[src/rtl/orv64_l2_req_arb_pkg.sv]
`default_nettype none
// ============================================================================
//  Module      : orv64_l2_req_arb_pkg
//  Description : Shared types for the orv64 L2 CPU-NoC request arbiter:
//                requester ids, NoC source ids and the CPU<->L2 port structs.
//  Revision    : 1.0 - initial release
// ============================================================================
package orv64_l2_req_arb_pkg;

   // Requester identity; the value doubles as the bit index in grant vectors.
   typedef enum logic {
      ORV64_L2_ARB_IC = 1'b0,
      ORV64_L2_ARB_DC = 1'b1
   } orv64_l2_arb_id_e;

   // NoC source ids stamped into req_tid.src by each requester.
   localparam logic [3:0] ORV64_IC_NOC_SRC_ID = 4'h2;
   localparam logic [3:0] ORV64_DC_NOC_SRC_ID = 4'h1;

   typedef enum logic [1:0] {
      REQ_READ  = 2'd0,
      REQ_WRITE = 2'd1
   } cpu_req_type_e;

   typedef struct packed {
      logic [3:0] src;
      logic [3:0] tid;
   } cpu_tid_t;

   typedef struct packed {
      cpu_req_type_e req_type;
      logic [39:0]   req_paddr;
      logic [63:0]   req_data;
      logic [7:0]    req_mask;
      cpu_tid_t      req_tid;
   } cpu_cache_if_req_t;

   typedef struct packed {
      logic [63:0] resp_data;
      cpu_tid_t    resp_tid;
   } cpu_cache_if_resp_t;

   // Only reads produce a response and therefore occupy an outstanding slot.
   function automatic logic is_read(input cpu_cache_if_req_t r);
      return r.req_type == REQ_READ;
   endfunction

endpackage
`default_nettype wire

[src/rtl/orv64_l2_req_arb_rr2.sv]
`default_nettype none
// ============================================================================
//  Module      : orv64_rr_arb2
//  Description : Two-way round-robin arbiter with a backpressure lock. Once a
//                grant is presented and stalled, it is held on the same
//                requester until the downstream handshake completes.
//  Revision    : 1.0 - initial release
// ============================================================================
module orv64_rr_arb2 #(
   parameter logic LAST_GNT_RST = 1'b1
) (
   input  logic       clk,
   input  logic       rst,
   input  logic [1:0] req,
   input  logic       ready,
   output logic [1:0] gnt,
   output logic       gnt_id,
   output logic       locked
);

   logic last_gnt_q, last_gnt_d;
   logic lock_q,     lock_d;
   logic lock_id_q,  lock_id_d;

   // Grant selection and next-state for round-robin pointer and lock.
   always_comb begin
      gnt_id = 1'b0;
      if (lock_q) begin
         gnt_id = lock_id_q;
      end else if (&req) begin
         gnt_id = ~last_gnt_q;
      end else if (req[1]) begin
         gnt_id = 1'b1;
      end
      gnt[0] = ~gnt_id & req[0];
      gnt[1] =  gnt_id & req[1];

      // A stalled grant locks; a handshake or a dropped valid both unlock.
      lock_d     = (|gnt) & ~ready;
      lock_id_d  = lock_d ? gnt_id : lock_id_q;
      last_gnt_d = ((|gnt) & ready) ? gnt_id : last_gnt_q;
   end

   assign locked = lock_q;

   // Arbitration state registers.
   always_ff @(posedge clk or posedge rst) begin
      if (rst) begin
         last_gnt_q <= LAST_GNT_RST;
         lock_q     <= 1'b0;
         lock_id_q  <= 1'b0;
      end else begin
         last_gnt_q <= last_gnt_d;
         lock_q     <= lock_d;
         lock_id_q  <= lock_id_d;
      end
   end

`ifndef SYNTHESIS
   // The locked requester must keep its request up until it is accepted.
   a_lock_hold: assert property (@(posedge clk) disable iff (rst)
      lock_q |-> req[lock_id_q]);
`endif

endmodule
`default_nettype wire

[src/rtl/orv64_l2_req_arb.sv]
`default_nettype none
// ============================================================================
//  Module      : orv64_l2_req_arb
//  Description : Shares the orv64 L2 CPU-NoC port between instruction fetch
//                and the store buffer. Round-robin request grant with lock
//                under backpressure, per-requester outstanding-read limit,
//                and response steering by resp_tid.src.
//  Revision    : 1.0 - initial release
// ============================================================================
module orv64_l2_req_arb
   import orv64_l2_req_arb_pkg::*;
#(
   parameter logic [3:0]  IC_SRC_ID       = ORV64_IC_NOC_SRC_ID,
   parameter logic [3:0]  DC_SRC_ID       = ORV64_DC_NOC_SRC_ID,
   parameter int unsigned MAX_OUTSTANDING = 2
) (
   input  logic               clk,
   input  logic               rst,
   input  cpu_cache_if_req_t  ic_req,
   input  logic               ic_req_valid,
   output logic               ic_req_ready,
   input  cpu_cache_if_req_t  dc_req,
   input  logic               dc_req_valid,
   output logic               dc_req_ready,
   output cpu_cache_if_req_t  cpu_req,
   output logic               cpu_req_valid,
   input  logic               cpu_req_ready,
   input  cpu_cache_if_resp_t cpu_resp,
   input  logic               cpu_resp_valid,
   output logic               cpu_resp_ready,
   output cpu_cache_if_resp_t ic_resp,
   output logic               ic_resp_valid,
   input  logic               ic_resp_ready,
   output cpu_cache_if_resp_t dc_resp,
   output logic               dc_resp_valid,
   input  logic               dc_resp_ready,
   output logic               idle,
   output logic               err_unknown_src
);

   localparam int              CNT_W   = $clog2(MAX_OUTSTANDING + 1);
   localparam logic [CNT_W-1:0] CNT_MAX = CNT_W'(MAX_OUTSTANDING);

   logic [CNT_W-1:0] ic_cnt_q, ic_cnt_d;
   logic [CNT_W-1:0] dc_cnt_q, dc_cnt_d;
   logic             err_unknown_src_q, err_unknown_src_d;

   logic       ic_src_hit, dc_src_hit;
   logic       ic_rsp_hs, dc_rsp_hs;
   logic       ic_elig, dc_elig;
   logic       ic_inc, dc_inc;
   logic [1:0] gnt;
   logic       gnt_id;
   logic       locked;

   assign ic_resp = cpu_resp;
   assign dc_resp = cpu_resp;

   // Response steering by source id; unknown sources are sunk and flagged.
   always_comb begin
      ic_src_hit        = (cpu_resp.resp_tid.src == IC_SRC_ID);
      dc_src_hit        = ~ic_src_hit & (cpu_resp.resp_tid.src == DC_SRC_ID);
      ic_resp_valid     = cpu_resp_valid & ic_src_hit;
      dc_resp_valid     = cpu_resp_valid & dc_src_hit;
      cpu_resp_ready    = ic_src_hit ? ic_resp_ready :
                          dc_src_hit ? dc_resp_ready : 1'b1;
      ic_rsp_hs         = ic_resp_valid & ic_resp_ready;
      dc_rsp_hs         = dc_resp_valid & dc_resp_ready;
      err_unknown_src_d = cpu_resp_valid & ~ic_src_hit & ~dc_src_hit;
   end

   // Eligibility: a read at the limit is blocked unless a response frees a
   // slot this very cycle.
   always_comb begin
      ic_elig = ic_req_valid &
                ~(is_read(ic_req) & (ic_cnt_q == CNT_MAX) & ~ic_rsp_hs);
      dc_elig = dc_req_valid &
                ~(is_read(dc_req) & (dc_cnt_q == CNT_MAX) & ~dc_rsp_hs);
   end

   orv64_rr_arb2 #(
      .LAST_GNT_RST (1'(ORV64_L2_ARB_DC))
   ) u_arb (
      .clk    (clk),
      .rst    (rst),
      .req    ({dc_elig, ic_elig}),
      .ready  (cpu_req_ready),
      .gnt    (gnt),
      .gnt_id (gnt_id),
      .locked (locked)
   );

   // Request mux, accept signals and outstanding counter next-state.
   always_comb begin
      cpu_req_valid = |gnt;
      cpu_req       = (gnt_id == 1'(ORV64_L2_ARB_DC)) ? dc_req : ic_req;
      ic_req_ready  = gnt[ORV64_L2_ARB_IC] & cpu_req_ready;
      dc_req_ready  = gnt[ORV64_L2_ARB_DC] & cpu_req_ready;
      ic_inc        = ic_req_ready & is_read(ic_req);
      dc_inc        = dc_req_ready & is_read(dc_req);

      ic_cnt_d = ic_cnt_q;
      if (ic_inc && !ic_rsp_hs && ic_cnt_q != CNT_MAX) begin
         ic_cnt_d = ic_cnt_q + CNT_W'(1);
      end else if (!ic_inc && ic_rsp_hs && ic_cnt_q != '0) begin
         ic_cnt_d = ic_cnt_q - CNT_W'(1);
      end

      dc_cnt_d = dc_cnt_q;
      if (dc_inc && !dc_rsp_hs && dc_cnt_q != CNT_MAX) begin
         dc_cnt_d = dc_cnt_q + CNT_W'(1);
      end else if (!dc_inc && dc_rsp_hs && dc_cnt_q != '0) begin
         dc_cnt_d = dc_cnt_q - CNT_W'(1);
      end

      idle = ~locked & (ic_cnt_q == '0) & (dc_cnt_q == '0);
   end

   assign err_unknown_src = err_unknown_src_q;

   // Outstanding counters and error pulse register.
   always_ff @(posedge clk or posedge rst) begin
      if (rst) begin
         ic_cnt_q          <= '0;
         dc_cnt_q          <= '0;
         err_unknown_src_q <= 1'b0;
      end else begin
         ic_cnt_q          <= ic_cnt_d;
         dc_cnt_q          <= dc_cnt_d;
         err_unknown_src_q <= err_unknown_src_d;
      end
   end

`ifndef SYNTHESIS
   a_ic_no_ovf: assert property (@(posedge clk) disable iff (rst)
      !(ic_inc && !ic_rsp_hs && ic_cnt_q == CNT_MAX));
   a_dc_no_ovf: assert property (@(posedge clk) disable iff (rst)
      !(dc_inc && !dc_rsp_hs && dc_cnt_q == CNT_MAX));
   a_ic_no_udf: assert property (@(posedge clk) disable iff (rst)
      !(ic_rsp_hs && !ic_inc && ic_cnt_q == '0));
   a_dc_no_udf: assert property (@(posedge clk) disable iff (rst)
      !(dc_rsp_hs && !dc_inc && dc_cnt_q == '0));
`endif

endmodule
`default_nettype wire

[config.mk]
export PLATFORM = sky130hd
export DESIGN_NAME = orv64_l2_req_arb
export DESIGN_NICKNAME = d
export VERILOG_FILES = /design/src/rtl/orv64_l2_req_arb_pkg.sv /design/src/rtl/orv64_l2_req_arb_rr2.sv /design/src/rtl/orv64_l2_req_arb.sv
export SDC_FILE = /design/constraint.sdc
export NUM_CORES = 1
export LEC_CHECK = 0
export ABC_AREA = 1
export CORE_AREA = 2 2 231 233
export DETAILED_ROUTE_END_ITERATION = 10
export DIE_AREA = 0 0 233 235
export GPL_TIMING_DRIVEN = 0
export MAX_ROUTING_LAYER = met4
export SETUP_SLACK_MARGIN = 0.02
export SLEW_MARGIN = 10
export SYNTH_ARGS = -nofsm -noshare
export SYNTH_HDL_FRONTEND = slang
export SYNTH_SLANG_ARGS = --single-unit
[constraint.sdc]
create_clock -name clk -period 3.2 [get_ports clk]
set_clock_uncertainty 0.1 [all_clocks]
set_input_delay 0.8 -clock clk [delete_from_list [all_inputs] [get_ports clk]]
set_output_delay 0.8 -clock clk [all_outputs]
set_load 0.02 [all_outputs]
## Word-level counts from Yosys, hierarchy flattened

Index checks and enable logic that the tools add are counted.

- Latch bits: 0
- RAM bits: 0
- Memory bits (read-only): 0
- Logic and storage cells: 81
- Bits of input ports: 324
- Memories: 0
- Output and inout bits: 274
- Flip-flop bits (word level): 8

- Shift operators: 0
- Equal/unequal tests: 6
- $lt $le $gt $ge: 0
- Add/subtract/negate cells: 4
- Multiplexer cells: 10
- Bitwise gates (word level): 33
- Reduce and logical (&&, ||, !) cells: 22
- Multipliers: 0
- Divide/modulo/power cells: 0

Operator list:

| cell | count |
|---|---|
| 2-to-1 mux 122 bit | 1 |
| bitwise AND 1 bit | 23 |
| inverter 1 bit | 10 |
| logical AND 1 bit | 8 |
| zero test 2 bit | 4 |
| 2-to-1 mux 2 bit | 4 |
| nonzero test 2 bit | 4 |
| 2-to-1 mux 1 bit | 5 |
| adder 2 x 1 -> 2 bit, second input constant | 2 |
| == test 2 bit, second input constant | 2 |
| == test 4 x 1 -> 1 bit, second input constant | 1 |
| == test 4 x 2 -> 1 bit, second input constant | 1 |
| zero test 1 bit | 4 |
| != test 2 bit, second input constant | 2 |
| subtractor 2 x 1 -> 2 bit, second input constant | 2 |
| AND reduction 2 bit | 1 |
| OR reduction 2 bit | 1 |

## Logic depth before layout (Yosys ltp)

- Depth after elaboration: 21
- Mapped depth: 14
- Gate-level depth less buffers: 14

## Modules after synthesis

From an unflattened synthesis, not the netlist that was laid out.

- Cells, all modules: 382
- Area, all modules: 3399.5 µm²

By module, submodules not included:

| module | seq. area each (µm²) | instances | area an instance (µm²) | cells each |
|---|---|---|---|---|
| orv64_l2_req_arb | 125.1 | 1 | 3226.8 | 360 |
| orv64_rr_arb2 | 76.3 | 1 | 172.7 | 22 |

## Worst setup path before layout

No wires, ideal clock.

- Kind: input-to-output
- Start point: input cpu_resp[7] (netlist name)
- End point: output cpu_req[120] (netlist name)
- Buffers on the path: 1
- Required time: 2300 ps
- Arrival time: 2060 ps
- Slack: 240 ps
- Cell stages on the path: 8
- Path through: nor2_4 > nand4_2 > nand2_1 > nand3_2 > nand2_2 > nand2_4 > buf_6 > o21ai_0

RTL lines:

| element | line | source |
|---|---|---|
| start: declaration | orv64_l2_req_arb.sv:28 | `input cpu_cache_if_resp_t cpu_resp,` |
| end: declaration | orv64_l2_req_arb.sv:25 | `output cpu_cache_if_req_t cpu_req,` |

==> results.txt <==
* Post-route standard cell area excluding fillers: 12000 sq um
* First-iteration detailed-routing DRC count: approximately 110
- Tightest Pin Transition: approximately 0.37 ns
* Sequential share of the synthesized area: 0.0606
- The pre-antenna-repair detailed-routing pass consisted of 4 iterations.
- The library cell used most frequently in the layout, excluding fill and tap cells, is sky130_fd_sc_hd__clkdlybuf4s50_1.
- FF+latch count, synth: 8
- Type of the setup path with the least slack: in2out
- IO Pins: about 600
- Clock H-tree levels: 1
- Buffers and inverters on the worst path: 7
- Vias per inst: between 3 and 4
- Remaining design rule violation count: 0
* Maximum clock frequency: between 200 and 300 MHz
- Clock root buffer: sky130_fd_sc_hd__clkbuf_16
- The max-slew violation count is 0.
- Count of unique library cells instantiated by Yosys: 26
- Detailed-placement wirelength estimate: approximately 25 mm
* Final number of hold-violating endpoints: 0
- Data arrival time of the worst path: 2.48 ns
- In this design, the stage delay of the slowest critical-path cell is about 0.17 ns.
* Fin crit share: 1.06
- Relative to the synthesized area, the layout overhead comes to 262%.
- Hold buffer count at CTS: 0
- Commonest cells after routing, fill and taps aside: 391 x sky130_fd_sc_hd__clkdlybuf4s50_1, 175 x sky130_fd_sc_hd__buf_4, 167 x sky130_fd_sc_hd__nand2_1, 141 x sky130_fd_sc_hd__nand2_2, 125 x sky130_fd_sc_hd__buf_6
* Routed WL per cell: between 15 and 20 um
* RSZ-0062 raised after global routing: yes
- In this run, placement finished with an instance count of ~1800.
- After filler insertion, the fill cell instance count of the layout stands at about 5600.
* Largest net degree at the start of global routing: 11
* Final Non-Filler Cells: 1923
* CTS sink cnt: 8
* Die area: 54800 sq um
- The routed design has approximately 32 mm of wire.
* Hold WC Path Type: reg2reg
- Once routing completed, OpenROAD measured the worst setup slack at -0.179 ns.
* Post-route minimum period: around 3.4 ns
- Broken down by cell family, the worst path's largest delay share belongs to buffers and inverters.
- Synthesized instance count: 628
* Placeable core region: roughly 52000 sq um
- In this run the tightest slew margin relative to its limit is 0.755.
* Max-cap violations: 0
- Setup violation total in the final timing report: between 100 and 150
- Clock transition at the registers of the reported paths: around 0.04 ns
- The Yosys step of the flow raised 0 warnings.
- When the netlist entered floorplanning its net count stood at 952.
- Peak VDD IR: 304 uV
- Library cell appearing most often on the critical path: sky130_fd_sc_hd__buf_12
* Clock Latency Late Sink: between 0.2 and 0.25 ns
- STA puts the critical path data required time at 2.30 ns.
* Fraction of final layout cells with drive strength greater than 1: 0.506
- For this design the static power due to leakage is roughly 5.6 nW.
- The run finished, with violations left.
- Via Count: 6220
- Before CTS, the worst setup slack after placement is -1.86 ns.
- The largest individual stage delay along the critical path comes from the cell sky130_fd_sc_hd__nor2_4.
- The number of global-route vias before repair is 6077.
* Standard-cell rows: 84
- The initial antenna violation count was 11.
- The checks that failed: setup timing.
- Maximum clock path buffer count: 2
* Post-DP Area: between 9000 and 10000 sq um
- Grt ovf: 0
* Clock tree from TritonCTS: yes
* GPL Wtd Cong: roughly 0.79
- Sequential cell area: about 200 sq um
* Port buffer count: roughly 530
- Footprint of the multi-input gates: ~2800 sq um
* Horizontal die dimension: ~230 um
* Initial Utilization: 0.0636
- Netlist Area Pre-Place: 3320 sq um
- Wire length of the first global-routing pass: slightly above 40 mm
* Worst setup slack for register-to-register paths: 0.83 ns
- Counting the buffers created by CTS gives 3.
- Dividing the synthesized area by the synthesized cell count gives 5.29 sq um.
- STA classifies the critical path endpoint as an output pin.
- Final layout net count: ~1600
* Crit path max fanout: 5
- Power Dens Cells: ~540 nW/um^2
- Overall fraction of global-route tracks in use: 0.106
- The detail route stage leaves a number of antenna-violating nets equal to 0.
* Crit path cell chain: buf_8 > nor2_4 > nand4_4 > nand2_2 > nand3_4 > nand2_4 > nand2_8 > buf_12 > buf_12 > clkbuf_16 > buf_12 > buf_8 > nand2_4 > nand2_2 > buf_6
- Die Y: about 240 um
- Setup crit start kind: input port
[synthesized netlist by cell type]
master / n / share of area
sky130_fd_sc_hd__or2_2: 1 / 0.0019
sky130_fd_sc_hd__nand4_4: 1 / 0.0064
sky130_fd_sc_hd__and3_1: 1 / 0.0019
sky130_fd_sc_hd__dfstp_2: 1 / 0.0079
sky130_fd_sc_hd__buf_6: 12 / 0.041
sky130_fd_sc_hd__inv_1: 16 / 0.018
sky130_fd_sc_hd__buf_2: 10 / 0.015
sky130_fd_sc_hd__nand4_2: 1 / 0.0038
sky130_fd_sc_hd__o21ai_1: 1 / 0.0015
sky130_fd_sc_hd__nand2_2: 5 / 0.0094
sky130_fd_sc_hd__o21ai_0: 6 / 0.0090
sky130_fd_sc_hd__clkbuf_1: 4 / 0.0045
sky130_fd_sc_hd__buf_4: 144 / 0.33
sky130_fd_sc_hd__a21boi_2: 1 / 0.0034
sky130_fd_sc_hd__nand4_1: 2 / 0.0038
sky130_fd_sc_hd__a21boi_1: 1 / 0.0023
sky130_fd_sc_hd__nor2_1: 3 / 0.0034
sky130_fd_sc_hd__nor3_1: 2 / 0.0030
sky130_fd_sc_hd__nand3_2: 4 / 0.012
sky130_fd_sc_hd__nor2_2: 3 / 0.0056
sky130_fd_sc_hd__nand2_4: 1 / 0.0034
sky130_fd_sc_hd__dfrtp_1: 7 / 0.053
sky130_fd_sc_hd__nor3_2: 1 / 0.0030
sky130_fd_sc_hd__nand3_1: 10 / 0.015
sky130_fd_sc_hd__nor2_4: 3 / 0.010
sky130_fd_sc_hd__nand2_1: 387 / 0.44
[report_power, final]
| group | internal [mW] | leakage, nW | switching, mW |
|---|---|---|---|
| logic | 3.12 | 5.49 | 2.96 |
| registers | 0.146 | 0.0925 | 0.0436 |
| clock network | 0.167 | 0.0382 | 0.0558 |
[final cells by class]
| class | instances | area share |
|---|---|---|
| repair buffers | 605 | 0.546 |
| multi-input cells | 434 | 0.234 |
| plain buffers | 165 | 0.119 |
| well taps | 688 | 0.0715 |
| flip-flops and latches | 8 | 0.0167 |
| clock buffers | 4 | 0.00655 |
| inverters | 16 | 0.00499 |
| diodes | 3 | 0.000624 |
[final timing paths]
path / cells past startpoint / start / endpoint
hold / removal: 2 / u_arb.lock_id_q$_DFFE_PP0P_ / u_arb.lock_id_q$_DFFE_PP0P_
min in group asynchronous: 2 / rst / ic_cnt_q[1]$_DFFE_PP0P_
setup / recovery: 15 / cpu_resp[7] / cpu_req[40]
max in group asynchronous: 2 / rst / u_arb.last_gnt_q$_DFFE_PP1P_
hold reg to reg: 2 / u_arb.lock_id_q$_DFFE_PP0P_ / u_arb.lock_id_q$_DFFE_PP0P_
setup reg to reg: 17 / dc_cnt_q[0]$_DFFE_PP0P_ / ic_cnt_q[0]$_DFFE_PP0P_
[stage by stage]
stage | hold WS [ns] | utilization | setup TNS (ns) | total power, mW
2_1_floorplan | 0.367 | - | 0 | 2.06
5_1_grt | 0.438 | 0.230 | -14.97 | 6.85
6_report | 0.428 | 0.230 | -6.66 | 6.50
4_1_cts | 0.423 | 0.217 | -11.17 | 6.14
3_3_place_gp | 0.396 | 0.181 | -148.36 | 4.11
3_5_place_dp | 0.412 | 0.181 | -149.44 | 4.13
[kinds of logic (layout without fill, tap and decap cells)]
family | count (synthesis) | in the layout | synth area share
buffers and inverters | 186 | 790 | 0.403
other | 0 | 3 | 0
AO/OA/AOI/OAI | 9 | 9 | 0.0162
flip-flops | 8 | 8 | 0.0606
AND/OR/NAND/NOR | 425 | 425 | 0.520
[state kept, by name (all words and copies together), names as in the netlist]
signal / flops
u_arb.locked: 1
u_arb.last_gnt_q: 1
dc_cnt_q: 2
ic_cnt_q: 2
err_unknown_src: 1
u_arb.lock_id_q: 1
[per-layer routing]
layer / part of all wire / wire (um) / track usage / vias to the layer above
li1: - / - / - / 2964
met4: 0.030 / 952 / 0.0274 / 0
met3: 0.076 / 2440 / 0.0178 / 49
met1: 0.37 / 11900 / 0.110 / 2805
met2: 0.53 / 17000 / 0.204 / 402
met5: 0 / 0 / - / -
[worst reg2reg max path, delay by kind of cell, from the launching register on]
family          cells  cell delay (ns)
compound gates      1             0.06
simple gates       10             0.94
flops               1             0.39
buf+inv             6             0.74
[timing repair]
action	CTS	global route
resized for setup	1024	193
buffers inserted	43	19
gates cloned	16	3
pin swaps	63	52
setup endpoints to repair	128	124
Note: power is estimated with default switching activity, not from simulation.
==> patch, RTL diff (same settings) <==
Reset style: synchronous (`rst`), changed in 2 clocked blocks.
--- a/src/rtl/orv64_l2_req_arb_rr2.sv
+++ b/src/rtl/orv64_l2_req_arb_rr2.sv
@@ -44,7 +44,7 @@
    assign locked = lock_q;
 
    // Arbitration state registers.
-   always_ff @(posedge clk or posedge rst) begin
+   always_ff @(posedge clk) begin
       if (rst) begin
          last_gnt_q <= LAST_GNT_RST;
          lock_q     <= 1'b0;
--- a/src/rtl/orv64_l2_req_arb.sv
+++ b/src/rtl/orv64_l2_req_arb.sv
@@ -119,7 +119,7 @@
    assign err_unknown_src = err_unknown_src_q;
 
    // Outstanding counters and error pulse register.
-   always_ff @(posedge clk or posedge rst) begin
+   always_ff @(posedge clk) begin
       if (rst) begin
          ic_cnt_q          <= '0;
          dc_cnt_q          <= '0;
Check against the original RTL: differs if rst is asserted again (counterexample within 4 cycles, from zero or initial values and one cycle with rst high); with rst held inactive, the same outputs for 4 cycles.
==> patch against the original RTL <==
The flow still finishes with violations (negative setup slack); worst setup slack got worse by 23 ps; non-clock buffer count decreased by 36; synthesized cell count up 0.32%; routed wire length fell by 12%; critical path depth down 1; area after synthesis decreased by 3.9%; sequential cell count did not move; highest routed layer unchanged; design area shrank 7.7%; first-iteration DRC count rose by 38%; final cell count shrank 1.9%.
Power is not compared: it rests on default switching activity, and its combinational part moved more than twofold at a synthesized area within 25%.
==> patch: results (changes against the original RTL) <==
grt:
  grt_use_total_pct: 9.44  # -1.2 points
  grt_pass1_vias: 5905  # -2.8%
  grt_pass1_wl_um: 37100  # -8.6%
  antenna_found_initial: 5  # -6
worst_setup_path:
  r2r_cells: 18  # +1
  critPathSlowestCell: "nand4_1"
  endpoint: "cpu_req[84]"
  worstSetupStartpoint: "cpu_resp[6]"
  worstReg2RegEnd: "dc_cnt_q[1]"
  rr_startpoint: "dc_cnt_q[0]"
  r2r_slack_ps: 870  # +40 ps
  crit_arrival_ps: 2500  # +20 ps
  crit_fanout: 10  # +5
run_status:
  status: "complete, but fails checks"
  violations: "negative setup slack"
synthesis:
  synth_compound_area_share_pct: 2.27  # +0.65 points
  synth_flop_cell: "dfxtp_1"
  synth_area_leaders: "nand2_1 (45%), buf_4 (35%), dfxtp_1 (5.0%)"
  seq_area_frac_synth_pct: 5.01  # -1.0 points
  syn-num-nets: 954  # +0.21%
  postSynth.asyncResetShare_pct: 0  # -100 points
  post-synth-top-area-fraction_pct: 45.1  # +1.4 points
  synthAdderAreaFrac_pct: 0  # unchanged
  synthMuxAreaShare_pct: 0  # unchanged
route:
  wire_per_inst_um: 15.0  # -11%
  initialDrtViolationCount: 155  # +38%
  dr.pass1.iters: 4  # unchanged
  viasPerCell: 3.12  # -3.4%
placement:
  gp_congestion: 0.844  # +6.8%
  place_hpwl_um: 23200  # -7.6%
  preCtsSetupSlack_ps: -1730  # +134 ps
worst_hold_path:
  min_from: "u_arb.lock_id_q"
layout:
  drive_gt1_share_pct: 42.4  # -8.3 points
  final_net_count: 1522  # -2.2%
sta:
  setup_ws_ps: -202  # -23.3 ps
  setup_violations: 124  # +19%
  tightest_slew_ps: 415  # +48.1 ps
clocking:
  worstSkewPairLatency_ps: 230
  cts-root-buf: "clkbuf_16"
==> patch: worst min path at each step <==
stage	slack, ps	endpoint	cells past startpoint
after floorplan	330	u_arb.lock_id_q	2
after global placement	350	u_arb.lock_id_q	2
after detailed placement	360	u_arb.lock_id_q	2
after CTS	370	u_arb.lock_id_q	2
after global routing	410	u_arb.lock_id_q	2
final	370	u_arb.lock_id_q	2
==> patch: final cells by class <==
cell class | instances | area [um^2]
Antenna cell | 3 | 7.51
Multi-Input combinational cell | 436 | 2480
Clock buffer | 3 | 75.1
Buffer | 171 | 1550
Timing Repair Buffer | 563 | 5920
Fill cell | 5799 | 41100
Tap cell | 688 | 861
Inverter | 15 | 63.8
Sequential cell | 8 | 160
==> patch: per-stage QoR <==
stage / instance area (um^2) / power [mW] / setup TNS [ps] / cells
after CTS: 10400 / 2.29 / -15600 / 1879
final: 11100 / 2.42 / -15290 / 1887
after floorplan: 3200 / 0.836 / 0 / 630
after global routing: 11100 / 2.53 / -28080 / 1887
after global placement: 9350 / 1.82 / -180870 / 1847
after detailed placement: 9350 / 1.83 / -186890 / 1847
==> patch: cells by family (layout without fill, tap and decap cells) <==
logic type | Yosys count | after routing
simple gates | 424 | 424
buf+inv | 186 | 752
compound gates | 12 | 12
flops | 8 | 8
other cells | 0 | 3
==> patch: power groups by stage <==
stage | Clock, mW | Sequential [mW] | Combinational, mW
CTS | 0.215 | 0.106 | 1.97
floorplan | 0 | 0.108 | 0.728
detailed placement | 0 | 0.108 | 1.72
finish | 0.217 | 0.107 | 2.09
global route | 0.222 | 0.107 | 2.20
global placement | 0 | 0.107 | 1.71
==> patch: repair_timing <==
| action | in CTS | in global routing |
|---|---|---|
| resized for setup | 909 | 187 |
| setup buffers | 22 | 4 |
| pin swaps | 48 | 28 |
| hold endpoints to repair | 0 | 0 |
| cloned | 7 | 2 |
| endpoints found under the setup margin | 128 | 125 |
==> patch: critical path: cells and delay by family <==
kind / cells / cell delay (ps)
simple gates: 9 / 990
buf+inv: 5 / 690
==> patch: metal layers <==
layer	vias to the layer above	share of wire, %	track usage, %
met1	2645	39	10.5
li1	2891	-	-
met4	0	2.7	2.30
met3	25	7.1	1.35
met2	333	52	17.5
met5	-	0	-
